==> src/rtl/instr_fetch_unit_pkg.sv <==
// Shared types and widths for the instruction fetch unit and its word buffer.
package instr_fetch_unit_pkg;

  localparam int unsigned ADDR_W = 16;
  localparam int unsigned DATA_W = 32;
  localparam int unsigned DEPTH  = 2;

  typedef enum logic [1:0] {
    ST_IDLE  = 2'd0,
    ST_FETCH = 2'd1,
    ST_DONE  = 2'd2
  } fetch_state_e;

  typedef struct packed {
    logic [ADDR_W-1:0] pc;
    logic [DATA_W-1:0] word;
  } fetch_entry_t;

endpackage

==> src/rtl/instr_fetch_unit_fetch_buffer.sv <==
// Two-entry FIFO of {pc, word} records; flush wins over push and pop on the same edge.
module fetch_buffer
  import instr_fetch_unit_pkg::*;
(
  input  logic         clk,
  input  logic         rst_n,
  input  logic         push,
  input  logic         pop,
  input  logic         flush,
  input  fetch_entry_t din,
  output fetch_entry_t dout,
  output logic [1:0]   count
);

  fetch_entry_t mem_q [DEPTH];
  fetch_entry_t mem_d [DEPTH];
  logic         rd_ptr_q, rd_ptr_d;
  logic         wr_ptr_q, wr_ptr_d;
  logic [1:0]   count_q, count_d;

  always_comb begin
    mem_d    = mem_q;
    rd_ptr_d = rd_ptr_q;
    wr_ptr_d = wr_ptr_q;
    count_d  = count_q;
    if (flush) begin
      rd_ptr_d = 1'b0;
      wr_ptr_d = 1'b0;
      count_d  = '0;
    end else begin
      if (push) begin
        mem_d[wr_ptr_q] = din;
        wr_ptr_d        = ~wr_ptr_q;
      end
      if (pop) rd_ptr_d = ~rd_ptr_q;
      count_d = count_q + {1'b0, push} - {1'b0, pop};
    end
  end

  always_ff @(posedge clk or negedge rst_n) begin
    if (!rst_n) begin
      mem_q    <= '{default: '0};
      rd_ptr_q <= 1'b0;
      wr_ptr_q <= 1'b0;
      count_q  <= '0;
    end else begin
      mem_q    <= mem_d;
      rd_ptr_q <= rd_ptr_d;
      wr_ptr_q <= wr_ptr_d;
      count_q  <= count_d;
    end
  end

  assign dout  = mem_q[rd_ptr_q];
  assign count = count_q;

endmodule

==> src/rtl/instr_fetch_unit.sv <==
// Sequential instruction fetcher: walks the PC, reads RAM, and buffers words for decode.
module instr_fetch_unit
  import instr_fetch_unit_pkg::*;
#(
  parameter logic [ADDR_W-1:0] RESET_PC = 16'h0000,
  parameter logic [ADDR_W-1:0] END_ADDR = 16'hFFFF
) (
  input  logic              Clk,
  input  logic              Reset_n,
  input  logic              Start,
  input  logic              Stop,
  input  logic              Branch_Taken,
  input  logic [ADDR_W-1:0] Branch_Target,
  output logic              Ram_Enable,
  output logic              Ram_RW,
  output logic [ADDR_W-1:0] Ram_Address,
  input  logic [DATA_W-1:0] Ram_Out,
  output logic              Instr_Valid,
  input  logic              Instr_Ready,
  output logic [DATA_W-1:0] Instr,
  output logic [ADDR_W-1:0] Instr_PC,
  output logic              Done
);

  fetch_state_e      state_q, state_d;
  logic [ADDR_W-1:0] pc_q, pc_d;
  logic              issue, flush, pop;
  logic [1:0]        count;
  fetch_entry_t      head, push_entry;

  assign Instr_Valid = (count != 2'd0);
  assign pop         = Instr_Valid & Instr_Ready;

  // A full buffer can still accept a word when the head leaves on the same edge.
  always_comb begin
    state_d = state_q;
    pc_d    = pc_q;
    flush   = 1'b0;
    issue   = 1'b0;
    case (state_q)
      ST_FETCH: begin
        if (Branch_Taken) begin
          flush = 1'b1;
          pc_d  = Branch_Target;
        end else if (Stop) begin
          state_d = ST_IDLE;
        end else if ((count < 2'd2) || pop) begin
          issue = 1'b1;
          pc_d  = pc_q + 16'd1;
          if (pc_q == END_ADDR) state_d = ST_DONE;
        end
      end
      default: begin
        if (Start) begin
          flush   = 1'b1;
          pc_d    = RESET_PC;
          state_d = ST_FETCH;
        end else if (Branch_Taken) begin
          flush = 1'b1;
          pc_d  = Branch_Target;
        end
      end
    endcase
  end

  always_ff @(posedge Clk or negedge Reset_n) begin
    if (!Reset_n) begin
      state_q <= ST_IDLE;
      pc_q    <= RESET_PC;
    end else begin
      state_q <= state_d;
      pc_q    <= pc_d;
    end
  end

  assign push_entry = '{pc: pc_q, word: Ram_Out};

  fetch_buffer u_buf (
    .clk   (Clk),
    .rst_n (Reset_n),
    .push  (issue),
    .pop   (pop),
    .flush (flush),
    .din   (push_entry),
    .dout  (head),
    .count (count)
  );

  assign Ram_Enable  = issue;
  assign Ram_RW      = issue;
  assign Ram_Address = pc_q;
  assign Instr       = head.word;
  assign Instr_PC    = head.pc;
  assign Done        = (state_q == ST_DONE);

endmodule
==> config.mk <==
export PLATFORM = sky130hd
export DESIGN_NAME = instr_fetch_unit
export DESIGN_NICKNAME = d
export VERILOG_FILES = /design/src/rtl/instr_fetch_unit_pkg.sv /design/src/rtl/instr_fetch_unit_fetch_buffer.sv /design/src/rtl/instr_fetch_unit.sv
export SDC_FILE = /design/constraint.sdc
export NUM_CORES = 1
export LEC_CHECK = 0
export BUFFER_PORTS_ARGS = -buffer_cell sky130_fd_sc_hd__buf_4
export CORE_ASPECT_RATIO = 1.2
export CORE_MARGIN = 5
export CORE_UTILIZATION = 59
export CTS_BUF_LIST = sky130_fd_sc_hd__clkbuf_4 sky130_fd_sc_hd__clkbuf_8 sky130_fd_sc_hd__clkbuf_16
export CTS_CLUSTER_DIAMETER = 100
export DETAILED_ROUTE_END_ITERATION = 12
export PLACE_DENSITY_LB_ADDON = 0.08
export SYNTH_ARGS = -nofsm -noshare
export SYNTH_HDL_FRONTEND = slang
export SYNTH_SLANG_ARGS = --single-unit
==> constraint.sdc <==
create_clock -name Clk -period 5.13 [get_ports Clk]
set_clock_uncertainty 0.05 [all_clocks]
set_input_delay 1.539 -clock Clk [delete_from_list [all_inputs] [get_ports Clk]]
set_output_delay 1.539 -clock Clk [all_outputs]
set_load 0.02 [all_outputs]
==> out/results.ini <==
[finish]
nFillCells = 587
drive_above_1_share_pct = 55.0
final_cell_mix = mux2_2 (135), buf_4 (130), dfrtp_1 (117), clkbuf_16 (16), nor2_1 (11)
final_common_cell = mux2_2
num_antenna_cells = 0
nets = 599
synthToLayoutAreaGrowth_pct = 27.5

[route]
vias = 3964
wl_um = 12800
drt_iter0_drc = 221
wl_per_cell_um = 19.0
ant_nets = 0
drc = 0
dr.pass1.iters = 5
avgViaCountPerCell = 5.87

[logic_synthesis]
synth-seq-cells = 118
synth_cell_types = 43
ys.flop_type = dfrtp_1
syn_nets = 475
netlist_area_um2 = 5530
synth-edff-count = 0
synthArstFlopShare_pct = 100
postSynthAreaPerCell_um2 = 13.2
seq_area_frac_synth_pct = 53.4
synth_cells = 418
synth_warnings = 0

[global_routing]
grt-ovfl-total = 0
grt_pass1_vias = 4344
grt_antenna_before_repair = 0
grt_max_degree = 74
track_usage_pct = 23.4
grt_pass1_wl_um = 21100

[clock_tree]
cts_tree = built
ctsLongestPathBuffers = 2
post_cts_buffers = 0
cts_sinks = 118
path_clk_slew_ns = 0.06
cts_resized = 0
cts_root_buffer = clkbuf_8
clock_latency_ns = 0.51
postCtsHoldBufs = 0
htreeDepth = 4
cts_buffers = 17

[timing]
setup_viol = 0
slew_headroom_pct = 39.7
hold_violations = 0
fmax_mhz = 238
report.final.slew_viol_count = 0
rsz0062_at_grt = false
post-route-period-util_pct = 81.9
tightest_slew_ns = 0.905
setup_tns_ns = 0
post-route-min-period_ns = 4.20

[pwr]
internal_power_mw = 2.71
powerDensity_nw_per_um2 = 576
combPwrFrac_pct = 36.9
power_switching_share_pct = 33.2
p_switching_mw = 1.35
leakagePower_nw = 3.18
pwr-share-seq_pct = 37.7
ir_worst_vdd_mv = 0.287
power_mw = 4.06
clockPowerShare_pct = 25.4

[setup_path]
r2r_cells = 5
worstSetupStartpointType = input port
critPathArrivalTime_ns = 2.61
critPathSlowestCell = or3_1
endpoint_kind = output port
r2r_start = state_q[1]
cp_slowest_stage_delay_ns = 0.51
reg2reg_to = u_buf.mem_q[90]
critPathKind = in2out
cp_cell_sequence = buf_4, nor2b_1, or3_1, nor2_1, buf_4
crit_path_frequent_cell = buf_4
timing.reg2reg.setup_slack_ns = 2.63
crit_fanout = 9
required_ns = 3.54

[floorplan]
die_h_um = 116
io_pins = 122
num_rows = 38
initial_core_util_pct = 60.6
fp.dieW_um = 98.4
die-area_um2 = 11400
fp.coreArea_um2 = 9130

[hold_path]
min_path_type = reg2reg
worstHoldStart = u_buf.mem_q[74]
min_path_cells = 1
worstHoldEndpoint = u_buf.mem_q[74]

[placed_design]
routabilityCongestion = 0.873
dpl.hpwl_um = 8570
io_buffers = 121

[outcome]
status = finished, final reports clean

[run]
max_cap_viol_count = 0

## worst max path at each step
stage | startpoint | cells past startpoint | endpoint | slack (ns)
CTS | Instr_Ready | 5 | Ram_RW | 0.93
floorplan | Instr_Ready | 5 | Ram_RW | 0.87
global route | Instr_Ready | 5 | Ram_RW | 0.84
finish | Instr_Ready | 5 | Ram_RW | 0.93
global placement | Stop | 4 | Ram_RW | 0.96
detailed placement | Instr_Ready | 5 | Ram_RW | 0.93
## layer usage
layer	global-route usage (%)	up-vias	share of wire (%)	routed length (um)
met5	0	-	0	0
met4	10.0	0	1.8	233
met3	6.44	21	6.8	869
met2	39.9	170	51	6530
met1	27.9	1979	41	5210
li1	-	1794	-	-
## final cells by class
type | instances | area (um^2) | area share, %
Clock buffer | 20 | 449 | 6.37
Clock inverter | 12 | 80.1 | 1.14
Inverter | 10 | 37.5 | 0.532
Multi-Input combinational cell | 265 | 2400 | 34.1
Sequential cell | 118 | 2950 | 41.9
Tap cell | 120 | 150 | 2.13
Timing Repair Buffer | 130 | 976 | 13.8
## synthesized netlist by cell type (4+ instances only)
cell	count	area share, %
o2bb2ai_1	6	0.95
mux2_2	135	27
a32oi_1	4	0.63
buf_2	6	0.54
nand2_1	10	0.68
clkbuf_1	6	0.41
dfrtp_1	118	53
mux2_1	9	1.8
nor3_1	9	0.81
inv_1	10	0.68
o22ai_1	9	1.0
a22oi_1	8	1.1
nand3_1	5	0.45
buf_1	6	0.41
nor4_1	4	0.45
nor2_1	11	0.75
buf_4	5	0.68
o21ai_0	8	0.72
a21oi_1	5	0.45
## critical path: cells and delay by family
family	cells	cell delay, ns
and+or+nand+nor	3	0.81
buffers and inverters	2	0.26
## sequential cells by signal, indices dropped and copies added (netlist names)
name            cells
u_buf.count         2
u_buf.mem_q        96
u_buf.rd_ptr_q      1
Ram_Address        16
state_q             2
u_buf.wr_ptr_q      1
## logic make-up after synthesis
logic type	count (synthesis)	synth area share [%]
fa+ha+maj	3	0.678
buf+inv	35	3.19
flops	118	53.4
compound gates	55	7.03
xor+xnor	4	0.633
simple gates	59	5.79
mux	144	29.3
## stage by stage
stage | std cells | area (um^2) | worst slack (ns) | util, % | hold WS, ns
2_1_floorplan | 418 | 5530 | 0.868 | - | 0.404
3_3_place_gp | 643 | 6520 | 0.958 | 71.5 | 0.414
3_5_place_dp | 643 | 6520 | 0.934 | 71.5 | 0.421
4_1_cts | 675 | 7050 | 0.928 | 77.2 | 0.434
5_1_grt | 675 | 7050 | 0.836 | 77.2 | 0.462
6_report | 675 | 7050 | 0.928 | 77.2 | 0.434
## power groups by stage
stage	clock network (mW)	registers, mW	logic [mW]
2_1_floorplan	0	1.49	0.972
3_3_place_gp	0	1.50	1.47
3_5_place_dp	0	1.54	1.51
4_1_cts	1.05	1.53	1.52
5_1_grt	1.10	1.58	1.61
6_report	1.03	1.53	1.50
(Power assumes the default switching activity.)
